$ cat config.mk
export PLATFORM = sky130hd
export DESIGN_NAME = unidade_controle_jogada_flat
export DESIGN_NICKNAME = d
export VERILOG_FILES = /design/src/rtl/unidade_controle_jogada_if.sv /design/src/rtl/unidade_controle_jogada.sv /design/src/flat_wrapper.sv
export SDC_FILE = /design/constraint.sdc
export NUM_CORES = 1
export LEC_CHECK = 0
export CAP_MARGIN = 10
export CELL_PAD_IN_SITES_DETAIL_PLACEMENT = 1
export CELL_PAD_IN_SITES_GLOBAL_PLACEMENT = 1
export CORE_MARGIN = 8
export CORE_UTILIZATION = 36
export DETAILED_ROUTE_END_ITERATION = 8
export PLACE_DENSITY_LB_ADDON = 0.2
export SLEW_MARGIN = 20
export SYNTH_ARGS = -nofsm -noshare
export SYNTH_HDL_FRONTEND = slang
export SYNTH_SLANG_ARGS = --single-unit
$ cat constraint.sdc
create_clock -name clock -period 1.65 [get_ports clock]
set_input_delay 0.33 -clock clock [delete_from_list [all_inputs] [get_ports clock]]
set_output_delay 0.33 -clock clock [all_outputs]
set_load 0.01 [all_outputs]
$ cat src/rtl/unidade_controle_jogada_if.sv
// Control bundle between the move-sequencing FSM (master) and the switch/memory datapath (slave).
interface unidade_controle_jogada_if;
    logic       iniciar;
    logic       jogada_nivel;
    logic       igual;
    logic       fimC;
    logic       zeraC;
    logic       contaC;
    logic       zeraR;
    logic       registraR;
    logic       pronto;
    logic       acertou;
    logic       errou;
    logic       timeout;
    logic [3:0] db_estado;

    modport master (
        input  iniciar, jogada_nivel, igual, fimC,
        output zeraC, contaC, zeraR, registraR, pronto, acertou, errou, timeout, db_estado
    );

    modport slave (
        output iniciar, jogada_nivel, igual, fimC,
        input  zeraC, contaC, zeraR, registraR, pronto, acertou, errou, timeout, db_estado
    );
endinterface

$ cat src/rtl/unidade_controle_jogada.sv
// Moore controller for the switch/memory comparison round: waits for each move,
// registers and compares it, advances on a hit, ends on hit-all, miss or move timeout.
//
// state      | meaning
// INICIAL    | idle after reset, waiting for iniciar
// PREPARA    | clear address counter and switch register
// ESPERA     | waiting for a move edge, timeout counter running
// REGISTRA   | load the switch register
// COMPARA    | evaluate igual / fimC
// PROXIMO    | advance the address counter
// FIM_ACERTO | round won
// FIM_ERRO   | round lost on a miss
// FIM_TMO    | round lost on a move timeout
module unidade_controle_jogada #(
    parameter int TIMEOUT_CYCLES = 5000,
    parameter int TMR_W          = 13
) (
    input  logic                          clock,
    input  logic                          reset,
    unidade_controle_jogada_if.master     bus
);

    typedef enum logic [3:0] {
        INICIAL    = 4'h0,
        PREPARA    = 4'h1,
        ESPERA     = 4'h2,
        REGISTRA   = 4'h4,
        COMPARA    = 4'h5,
        PROXIMO    = 4'h6,
        FIM_ACERTO = 4'hA,
        FIM_TMO    = 4'hD,
        FIM_ERRO   = 4'hE
    } state_t;

    localparam logic [TMR_W-1:0] TMR_LAST = TMR_W'(TIMEOUT_CYCLES - 1);

    state_t           state;
    state_t           state_n;
    logic [TMR_W-1:0] tmr;
    logic             jog_q;
    logic             jogada;

    logic       zera_c, conta_c, zera_r, registra_r;
    logic       pronto, acertou, errou, timeout;
    logic [3:0] db_estado;

    assign jogada = bus.jogada_nivel & ~jog_q;

    always_comb begin
        state_n = INICIAL;
        case (state)
            INICIAL:  state_n = bus.iniciar ? PREPARA : INICIAL;
            PREPARA:  state_n = ESPERA;
            ESPERA: begin
                // A move arriving on the last allowed clock still counts.
                if (jogada)
                    state_n = REGISTRA;
                else if (tmr == TMR_LAST)
                    state_n = FIM_TMO;
                else
                    state_n = ESPERA;
            end
            REGISTRA: state_n = COMPARA;
            COMPARA: begin
                if (!bus.igual)
                    state_n = FIM_ERRO;
                else if (bus.fimC)
                    state_n = FIM_ACERTO;
                else
                    state_n = PROXIMO;
            end
            PROXIMO:    state_n = ESPERA;
            FIM_ACERTO: state_n = bus.iniciar ? PREPARA : FIM_ACERTO;
            FIM_ERRO:   state_n = bus.iniciar ? PREPARA : FIM_ERRO;
            FIM_TMO:    state_n = bus.iniciar ? PREPARA : FIM_TMO;
            default:    state_n = INICIAL;
        endcase
    end

    // Outputs are registered from the next state so they line up with state.
    always_ff @(posedge clock) begin
        if (reset) begin
            state       <= INICIAL;
            tmr         <= '0;
            jog_q       <= 1'b0;
            zera_c      <= 1'b0;
            conta_c     <= 1'b0;
            zera_r      <= 1'b0;
            registra_r  <= 1'b0;
            pronto      <= 1'b0;
            acertou     <= 1'b0;
            errou       <= 1'b0;
            timeout     <= 1'b0;
            db_estado   <= 4'h0;
        end else begin
            state <= state_n;
            jog_q <= bus.jogada_nivel;
            if (state == ESPERA)
                tmr <= (tmr == TMR_LAST) ? tmr : tmr + TMR_W'(1);
            else
                tmr <= '0;
            zera_c     <= (state_n == PREPARA);
            zera_r     <= (state_n == PREPARA);
            conta_c    <= (state_n == PROXIMO);
            registra_r <= (state_n == REGISTRA);
            pronto     <= (state_n == FIM_ACERTO) || (state_n == FIM_ERRO) || (state_n == FIM_TMO);
            acertou    <= (state_n == FIM_ACERTO);
            errou      <= (state_n == FIM_ERRO) || (state_n == FIM_TMO);
            timeout    <= (state_n == FIM_TMO);
            db_estado  <= state_n;
        end
    end

    assign bus.zeraC     = zera_c;
    assign bus.contaC    = conta_c;
    assign bus.zeraR     = zera_r;
    assign bus.registraR = registra_r;
    assign bus.pronto    = pronto;
    assign bus.acertou   = acertou;
    assign bus.errou     = errou;
    assign bus.timeout   = timeout;
    assign bus.db_estado = db_estado;

endmodule

$ cat src/flat_wrapper.sv
// flat-port wrapper written by rule: the top's interface ports become plain ports
module unidade_controle_jogada_flat 
#(
    parameter int TIMEOUT_CYCLES = 5000,
    parameter int TMR_W          = 13
)
  (clock, reset, bus_iniciar, bus_jogada_nivel, bus_igual, bus_fimC, bus_zeraC, bus_contaC, bus_zeraR, bus_registraR, bus_pronto, bus_acertou, bus_errou, bus_timeout, bus_db_estado);
  unidade_controle_jogada_if bus_i ();
  input  logic clock;
  input  logic reset;
  input wire logic [$bits(bus_i.iniciar)-1:0] bus_iniciar;
  input wire logic [$bits(bus_i.jogada_nivel)-1:0] bus_jogada_nivel;
  input wire logic [$bits(bus_i.igual)-1:0] bus_igual;
  input wire logic [$bits(bus_i.fimC)-1:0] bus_fimC;
  output wire logic [$bits(bus_i.zeraC)-1:0] bus_zeraC;
  output wire logic [$bits(bus_i.contaC)-1:0] bus_contaC;
  output wire logic [$bits(bus_i.zeraR)-1:0] bus_zeraR;
  output wire logic [$bits(bus_i.registraR)-1:0] bus_registraR;
  output wire logic [$bits(bus_i.pronto)-1:0] bus_pronto;
  output wire logic [$bits(bus_i.acertou)-1:0] bus_acertou;
  output wire logic [$bits(bus_i.errou)-1:0] bus_errou;
  output wire logic [$bits(bus_i.timeout)-1:0] bus_timeout;
  output wire logic [$bits(bus_i.db_estado)-1:0] bus_db_estado;
  assign bus_i.iniciar = bus_iniciar;
  assign bus_i.jogada_nivel = bus_jogada_nivel;
  assign bus_i.igual = bus_igual;
  assign bus_i.fimC = bus_fimC;
  assign bus_zeraC = bus_i.zeraC;
  assign bus_contaC = bus_i.contaC;
  assign bus_zeraR = bus_i.zeraR;
  assign bus_registraR = bus_i.registraR;
  assign bus_pronto = bus_i.pronto;
  assign bus_acertou = bus_i.acertou;
  assign bus_errou = bus_i.errou;
  assign bus_timeout = bus_i.timeout;
  assign bus_db_estado = bus_i.db_estado;
  unidade_controle_jogada #(.TIMEOUT_CYCLES(TIMEOUT_CYCLES), .TMR_W(TMR_W)) u_core (.clock(clock), .reset(reset), .bus(bus_i));
endmodule
==> results of run 1 <==
per-layer routing:
metal	vias up	global-route usage [%]
met5	-	0
met4	0	4.66
met3	4	2.86
met2	15	22.2
met1	514	14.0
li1	534	-
sequential cells by signal, summed over array words and instances (netlist names):
name,flops
u_core.bus.contaC,1
u_core.bus.acertou,1
u_core.bus.registraR,1
u_core.bus.zeraC,1
u_core.state,4
u_core.bus.timeout,1
u_core.tmr,13
u_core.jog_q,1
u_core.bus.pronto,1
u_core.bus.errou,1
worst paths after layout:
| kind | to | slack (ns) | startpoint |
|---|---|---|---|
| max | u_core.bus.timeout | -0.04 | u_core.state[3] |
| min | u_core.tmr[12] | 0.50 | u_core.tmr[12] |
| max reg2reg | u_core.bus.timeout | -0.04 | u_core.state[3] |
| min reg2reg | u_core.tmr[12] | 0.50 | u_core.tmr[12] |
through the flow:
stage               instances  hold WS [ns]  setup TNS (ns)  util (%)
floorplan                 125         0.394         -0.0121         -
global placement          207         0.468           -1.38      48.9
detailed placement        207         0.492           -1.72      48.9
CTS                       212         0.512         -0.0943      50.4
global route              213         0.557          -0.278      51.8
finish                    213         0.505         -0.0682      51.8
cells in the mapped netlist:
cell | instances | share of area, %
a2111oi_4 | 1 | 2.3
nor4b_1 | 1 | 0.73
a41oi_1 | 1 | 0.73
ha_1 | 1 | 1.0
nand3_1 | 6 | 2.5
buf_6 | 2 | 1.9
inv_1 | 1 | 0.31
or4b_4 | 1 | 1.1
a21oi_1 | 6 | 2.5
o21ai_0 | 1 | 0.42
a211oi_1 | 2 | 1.2
nor2_8 | 1 | 1.7
nor4_2 | 1 | 1.0
and3_1 | 5 | 2.6
or3_1 | 2 | 1.0
a2111oi_0 | 1 | 0.73
clkbuf_1 | 3 | 0.94
nand2b_1 | 3 | 1.6
nand4_1 | 3 | 1.6
or2_1 | 1 | 0.52
nand2_1 | 6 | 1.9
buf_4 | 1 | 0.63
and2_1 | 1 | 0.52
a221oi_1 | 1 | 0.73
nor2b_1 | 3 | 1.6
nand3b_1 | 1 | 0.63
nor2_1 | 16 | 5.0
nor4bb_1 | 1 | 0.83
a211oi_4 | 1 | 1.7
nand2_2 | 1 | 0.52
nor4_1 | 1 | 0.52
nor4b_2 | 1 | 1.2
xor2_1 | 8 | 5.8
a2bb2oi_1 | 2 | 1.5
dfxtp_1 | 25 | 42
and4_1 | 3 | 2.2
nor3_1 | 1 | 0.42
o22a_1 | 1 | 0.73
and4bb_1 | 1 | 1.0
xnor2_1 | 3 | 2.2
o2bb2ai_1 | 2 | 1.5
buf_2 | 2 | 0.83
final cells by class:
| class | instances | area [um^2] | area share (%) |
|---|---|---|---|
| Timing Repair Buffer | 46 | 387 | 22.9 |
| Inverter | 1 | 3.75 | 0.222 |
| Tap cell | 46 | 57.6 | 3.41 |
| Clock inverter | 1 | 7.51 | 0.445 |
| Multi-Input combinational cell | 91 | 706 | 41.8 |
| Clock buffer | 3 | 22.5 | 1.33 |
| Sequential cell | 25 | 504 | 29.9 |
where the power goes:
group          total [W]  internal (W)  switching, W
Combinational   0.000152     0.0000783     0.0000738
Clock           0.000302     0.0000929      0.000209
Sequential      0.000620      0.000615    0.00000512
placed cells by master (no fill, tap or decap), drive strengths merged, types with 2 or more instances in the layout:
cell type	netlist	layout
xnor2	3	3
clkdlybuf4s50	0	13
nor2b	3	3
a211oi	3	3
nand4	3	3
nand3	6	6
o2bb2ai	2	2
and3	5	5
buf	5	29
and4	3	3
a2111oi	2	2
nor2	17	17
nor4b	2	2
or3	2	2
nand2b	3	3
xor2	8	8
a21oi	6	6
nand2	7	7
nor4	2	2
a2bb2oi	2	2
dlygate4sd2	0	4
dfxtp	25	25
clkbuf	3	3
kinds of logic after synthesis:
| logic type | count (synthesis) | share of synthesized area, % |
|---|---|---|
| AO/OA/AOI/OAI | 19 | 14.0 |
| XOR/XNOR | 11 | 8.02 |
| adder cells (fa/ha/maj) | 1 | 1.04 |
| buffers and inverters | 9 | 4.58 |
| flip-flops | 25 | 41.7 |
| AND/OR/NAND/NOR | 60 | 30.7 |
what timing repair did:
item                       4_1_cts  5_1_grt
resized for setup                9        6
setup endpoints to repair        9        7
buffers inserted                 1        1
cloned                           0        0
pin swaps                        1        3
worst max-delay path: cells and delay by family, from the launching register on:
kind            cells  cell delay (ns)
compound gates      2             0.41
simple gates        2             0.74
buf+inv             1             0.11
flops               1             0.35
==> results.json, run 1 <==
{
  "diodes": 0,
  "worst-endpoint-arrival_ns": 1.94,
  "yosysWarnings": 0,
  "cp_data_required_time_ns": 1.90,
  "pre_cts_ws_ns": -0.294,
  "hold_buffers": 0,
  "cp_cell_sequence": "or4b_4 > nor2_8 > buf_6 > a211oi_4 > a2111oi_4",
  "max_slew_margin_pct": 73.0,
  "finalHoldViolCount": 0,
  "ir_drop_uv": 323,
  "drt_iter0_drc": 44,
  "routed_wl_um": 3140,
  "dieArea_mm2": 0.00544,
  "p_leak_nw": 0.640,
  "syn_area_mm2": 0.00120,
  "syn_nets": 132,
  "clkLatencyLatePin_ns": 0.33,
  "fillers": 400,
  "cts_root_buffer": "clkbuf_4",
  "grt_max_degree": 16,
  "antenna_found_initial": 0,
  "cts_htree_levels": 1,
  "slew_violations": 0,
  "io_buffer_count": 17,
  "vias": 1067,
  "start_kind": "flip-flop",
  "routabilityCongestion": 0.756,
  "fin_nets": 175,
  "dieWidth_um": 73.8,
  "area_growth_syn_to_layout_pct": 40.5,
  "max_freq_mhz": 591,
  "ys_seq_elements": 25,
  "cts_tree": "built",
  "cts.path.max_buffers": 2,
  "drtPass1Iterations": 4,
  "seq_area_frac_synth_pct": 41.7,
  "max-cap-violations": 0,
  "routed_via_density": 5.01,
  "numCtsBuffers": 3,
  "slowest_stage": "or4b_4",
  "post_synth_inst_count": 125,
  "ant_nets": 0,
  "wl_met2_um": 1580,
  "setup_violations": 2,
  "core_mm2": 0.00326,
  "max_slew.worst_pin.slew_ns": 0.395,
  "hp-class": "reg -> reg",
  "synthDistinctLibCells": 42,
  "postPlaceCellArea_mm2": 0.00159,
  "std_cell_rows": 21,
  "status": "finished, violations left",
  "cp_max_fo": 6,
  "layout-drive-gt1-share_pct": 30.5,
  "track_usage_pct": 12.5,
  "final_area_mm2": 0.00169,
  "io_pins": 18,
  "wl_met3_um": 94,
  "ff2ff_path_depth": 5,
  "grt_pass1_vias": 1134,
  "overflow": 0,
  "drc": 0,
  "avgSynthCellArea_um2": 9.61,
  "critPathCaptureType": "flip-flop",
  "p_per_area_mw_per_mm2": 636,
  "highest_layer": "met4",
  "avgRoutedWirePerCell_um": 14.8,
  "wl_met1_um": 1430,
  "path_class": "reg -> reg",
  "min_period_ns": 1.69,
  "initial_core_util_pct": 36.9,
  "timing.final.ws_setup_ns": -0.0408,
  "min_period_over_period_pct": 102,
  "grt_pass1_wl_um": 5250,
  "critPathMaxStageDelay_ns": 0.59,
  "rsz0062_at_grt": "yes",
  "cts_num_sinks": 25,
  "die_h_um": 73.8,
  "holdPathStages": 2,
  "report.power.total_w": 0.00107,
  "skew_ns": 0.00518,
  "violations": "setup timing",
  "dp_hpwl_um": 2470,
  "clkTransAtPathRegs_ns": 0.16
}
Power figures use the tool's default switching activity.
==> run 2: changes to the inputs <==
- REMOVE_ABC_BUFFERS: not set -> 1
==> results.json, run 2 (same netlist as run 1, synthesis figures left out) <==
{
  "status": "finished clean",
  "finalHoldViolCount": 0,
  "cts.path.max_buffers": 2,
  "max_slew_margin_pct": 74.5,
  "final_area_mm2": 0.00173,
  "io_buffer_count": 17,
  "dp_hpwl_um": 2410,
  "cts_num_sinks": 25,
  "cp_num_buf_inv": 1,
  "io_pins": 18,
  "hold_buffers": 0,
  "routed_wl_um": 3020,
  "routabilityCongestion": 0.689,
  "ir_drop_uv": 294,
  "ant_nets": 0,
  "path_class": "reg -> reg",
  "grt_pass1_vias": 1152,
  "diodes": 0,
  "postLayoutCoreUtil_pct": 53.1,
  "max_freq_mhz": 607,
  "track_usage_pct": 12.5,
  "cts_root_buffer": "clkbuf_4",
  "min_period_over_period_pct": 99.8,
  "slowest_stage": "or4b_4",
  "seq_area_um2": 508,
  "area_growth_syn_to_layout_pct": 44.0,
  "drt_iter0_drc": 58,
  "routed_via_density": 5.00,
  "grt_pass1_wl_um": 5230,
  "fillers": 389,
  "max-cap-violations": 0,
  "clkLatencyLatePin_ns": 0.33,
  "final_cell_mix": "buf_4 (25), dfxtp_1 (19), nor2_1 (16), clkdlybuf4s50_1 (13), xor2_1 (8)",
  "cp_data_required_time_ns": 1.90,
  "skew_ns": 0.00460,
  "std_cell_rows": 21,
  "max_slew.worst_pin.slew_ns": 0.381,
  "fin_nets": 173,
  "multi_input_area_um2": 754,
  "slew_violations": 0,
  "grt_max_degree": 16,
  "vias": 1054,
  "overflow": 0,
  "worst-endpoint-arrival_ns": 1.90,
  "rsz0062_at_grt": "yes",
  "critPathCaptureType": "flip-flop",
  "dieWidth_um": 73.8,
  "layout-drive-gt1-share_pct": 32.7,
  "dieArea_mm2": 0.00544,
  "start_kind": "flip-flop",
  "cpLargestDelayFamily": "simple AND/OR/NAND/NOR gates",
  "core_mm2": 0.00326,
  "cts_htree_levels": 1,
  "cp_cell_sequence": "or4b_4 > nor2_8 > buf_6 > nand2_4 > a2111oi_4",
  "regMostFlops": "u_core.tmr",
  "min_period_ns": 1.65,
  "final_common_cell": "buf_4",
  "drtPass1Iterations": 4,
  "die_h_um": 73.8,
  "drc": 0,
  "place_inst": 207,
  "clkTransAtPathRegs_ns": 0.15,
  "fin_cells": 211,
  "hp-class": "reg -> reg",
  "cts_tree": "built",
  "p_per_area_mw_per_mm2": 619,
  "setup_violations": 0,
  "initial_core_util_pct": 36.9,
  "reg_top3": "u_core.tmr: 13 flops, u_core.state: 4 flops",
  "antenna_found_initial": 0,
  "cp_max_fo": 4,
  "numCtsBuffers": 3,
  "avgRoutedWirePerCell_um": 14.3,
  "p_leak_nw": 0.643,
  "postPlaceCellArea_mm2": 0.00158,
  "critPathMaxStageDelay_ns": 0.59,
  "largest_register_ffs": 13,
  "report.power.total_w": 0.00107,
  "hold_slack_ns": 0.513
}
==> run 2: cell types whose count changed in the layout (fill, tap and decap cells not counted), sizes merged <==
cell | previous run | this run
buf | 29 | 27
==> run 2: what timing repair did <==
action	CTS	global route
endpoints found under the setup margin	10	8
setup buffers	0	1
pin swaps	5	7
gates resized for setup	11	18
==> run 2: report_power, final <==
group          leakage, nW  internal, W  switching [W]
clock network       0.0139    0.0000929       0.000201
registers            0.205     0.000614     0.00000457
logic                0.424    0.0000794      0.0000782
total                0.643     0.000787       0.000284
==> run 2: metal layers <==
metal | up-vias | share of wire, % | wire length [um] | GRT usage (%)
li1 | 529 | - | - | -
met1 | 504 | 42 | 1270 | 12.8
met2 | 17 | 52 | 1560 | 22.4
met3 | 4 | 4.9 | 149 | 3.82
met4 | 0 | 1.3 | 38 | 5.54
met5 | - | 0 | 0 | 0
==> run 2: cell type report <==
type	instances	share of cell area (%)
Multi-Input combinational cell	91	43.6
Sequential cell	25	29.4
Tap cell	46	3.33
Clock buffer	3	1.30
Timing Repair Buffer	44	21.7
Clock inverter	1	0.434
Inverter	1	0.217
==> run 2: worst register-to-register path: stages, from the launching register on <==
cell       delay (ns)
dfxtp_2          0.34
or4b_4           0.59
nor2_8           0.19
buf_6            0.12
nand2_4          0.05
a2111oi_4        0.27
==> run 2: metrics by stage <==
step / setup TNS (ns) / worst slack, ns
2_1_floorplan: -0.0984 / -0.0473
3_3_place_gp: -1.35 / -0.256
3_5_place_dp: -1.74 / -0.288
4_1_cts: -0.0898 / -0.0412
5_1_grt: -0.193 / -0.0566
6_report: 0 / 0.00269
==> run 2: final timing paths <==
path,slack (ns),cells after the start,from,end
worst max register to register,0.003,5,u_core.state[0],u_core.bus.timeout
worst min-delay path,0.51,2,u_core.tmr[12],u_core.tmr[12]
worst min register to register,0.51,2,u_core.tmr[12],u_core.tmr[12]
worst max-delay path,0.003,5,u_core.state[0],u_core.bus.timeout
==> run 3: changes to the inputs <==
- CORE_ASPECT_RATIO: not set -> 1.2
==> results.json, run 3 (same netlist as run 1, synthesis figures left out) <==
{
  "status": "finished, violations left",
  "violations": "setup timing",
  "cp_max_fo": 7,
  "numCtsBuffers": 3,
  "critPathCaptureType": "flip-flop",
  "worst-endpoint-arrival_ns": 1.86,
  "die_h_um": 79.3,
  "r2r_start": "u_core.state[0]",
  "fin_cells": 205,
  "drt_iter0_drc": 30,
  "fillers": 372,
  "endpoint": "u_core.bus.contaC",
  "routed_via_density": 5.50,
  "ff2ff_path_depth": 4,
  "skew_ns": 0.00216,
  "slew_violations": 0,
  "avgRoutedWirePerCell_um": 18.0,
  "largest_register_ffs": 13,
  "p_leak_nw": 0.684,
  "swShare_pct": 25.9,
  "setup_violations": 3,
  "min_period_over_period_pct": 101,
  "core_mm2": 0.00328,
  "place_inst": 199,
  "seq_area_um2": 504,
  "io_pins": 18,
  "finalHoldViolCount": 0,
  "initial_core_util_pct": 36.6,
  "cts_tree": "built",
  "min_period_ns": 1.66,
  "std_cell_rows": 23,
  "hold_buffers": 0,
  "vias": 1127,
  "final_cell_mix": "buf_4 (26), dfxtp_1 (22), clkdlybuf4s50_1 (13), xor2_1 (8), nor2_1 (7)",
  "cp_data_required_time_ns": 1.85,
  "final_common_cell": "buf_4",
  "power.switching_w": 0.000305,
  "path_class": "in -> reg",
  "multi_input_area_um2": 776,
  "grt_max_degree": 16,
  "r2r_setup_slack_ns": 0,
  "ant_nets": 0,
  "routabilityCongestion": 0.773,
  "r2r_end": "u_core.bus.registraR",
  "regMostFlops": "u_core.tmr",
  "overflow": 0,
  "rsz0062_at_grt": "yes",
  "pwr-share-comb_pct": 14.6,
  "cts.path.max_buffers": 2,
  "clkLatencyLatePin_ns": 0.27,
  "postLayoutCoreUtil_pct": 54.8,
  "antenna_found_initial": 0,
  "layout-drive-gt1-share_pct": 38.7,
  "drtPass1Iterations": 4,
  "hold_slack_ns": 0.538,
  "routed_wl_um": 3690,
  "drc": 0,
  "start_kind": "input pin",
  "dieWidth_um": 68.7,
  "fin_nets": 176,
  "max_freq_mhz": 601,
  "hp-class": "reg -> reg",
  "max_slew.worst_pin.slew_ns": 0.413,
  "reg_top3": "u_core.tmr: 13 flops, u_core.state: 4 flops",
  "pre_cts_ws_ns": -0.283,
  "cellInternalPower_w": 0.000873,
  "io_buffer_count": 17,
  "cts_htree_levels": 1,
  "ir_drop_uv": 533,
  "p_per_area_mw_per_mm2": 656,
  "track_usage_pct": 13.7,
  "report.power.total_w": 0.00118,
  "seq_power_share_pct": 52.5,
  "cts_root_buffer": "clkbuf_8",
  "clockPowerShare_pct": 32.9,
  "diodes": 0,
  "crit_path_start": "bus_jogada_nivel",
  "cts_num_sinks": 25,
  "max_slew_margin_pct": 72.4,
  "grt_pass1_vias": 1203,
  "clkTransAtPathRegs_ns": 0.09,
  "area_growth_syn_to_layout_pct": 49.6,
  "grt_pass1_wl_um": 5720,
  "dieArea_mm2": 0.00545,
  "dp_hpwl_um": 2760,
  "max-cap-violations": 0,
  "timing.final.ws_setup_ns": -0.0130
}
## run 3: critical path, stage by stage
cell	delay [ns]
clkdlybuf4s50_1	0.46
nor2b_1	0.19
buf_4	0.18
nor2_8	0.05
a211oi_4	0.40
nor4b_4	0.25
## run 3: worst min-delay path by stage
stage / from / endpoint / cells after the start
2_1_floorplan: reset / u_core.bus.timeout / 1
3_3_place_gp: u_core.tmr[12] / u_core.tmr[12] / 2
3_5_place_dp: u_core.tmr[12] / u_core.tmr[12] / 2
4_1_cts: u_core.tmr[12] / u_core.tmr[12] / 2
5_1_grt: u_core.tmr[12] / u_core.tmr[12] / 2
6_report: u_core.tmr[12] / u_core.tmr[12] / 2
## run 3: layout make-up
class	instances	share of cell area, %
Multi-Input combinational cell	91	43.2
Sequential cell	25	28.1
Timing Repair Buffer	47	23.3
Tap cell	37	2.58
Clock buffer	3	2.30
Clock inverter	1	0.418
Inverter	1	0.209
## run 3: timing repair
item | CTS | global route
buffers inserted | 1 | 1
pin swaps | 3 | 11
endpoints found under the setup margin | 21 | 19
gates cloned | 0 | 0
resized for setup | 13 | 30
hold endpoints to repair | 0 | 0
## run 3: layer usage
metal / GRT usage (%) / share of wire (%)
met1: 12.4 / 37
met2: 26.5 / 56
met3: 2.81 / 4.3
met4: 7.65 / 2.7
met5: 0 / 0
## run 3: power groups by stage
| stage | Clock (W) | Combinational (W) | Sequential, W |
|---|---|---|---|
| global placement | 0 | 0.000146 | 0.000631 |
| floorplan | 0 | 0.0000563 | 0.000643 |
| detailed placement | 0 | 0.000151 | 0.000632 |
| CTS | 0.000396 | 0.000155 | 0.000618 |
| global route | 0.000416 | 0.000184 | 0.000620 |
| finish | 0.000388 | 0.000172 | 0.000619 |
## run 3: per-stage QoR
| step | area [um^2] | TNS (ns) |
|---|---|---|
| final | 1800 | -0.0218 |
| after global routing | 1800 | -0.404 |
| after CTS | 1670 | -0.0401 |
| after detailed placement | 1580 | -1.79 |
| after global placement | 1580 | -1.40 |
| after floorplan | 1150 | -0.0984 |
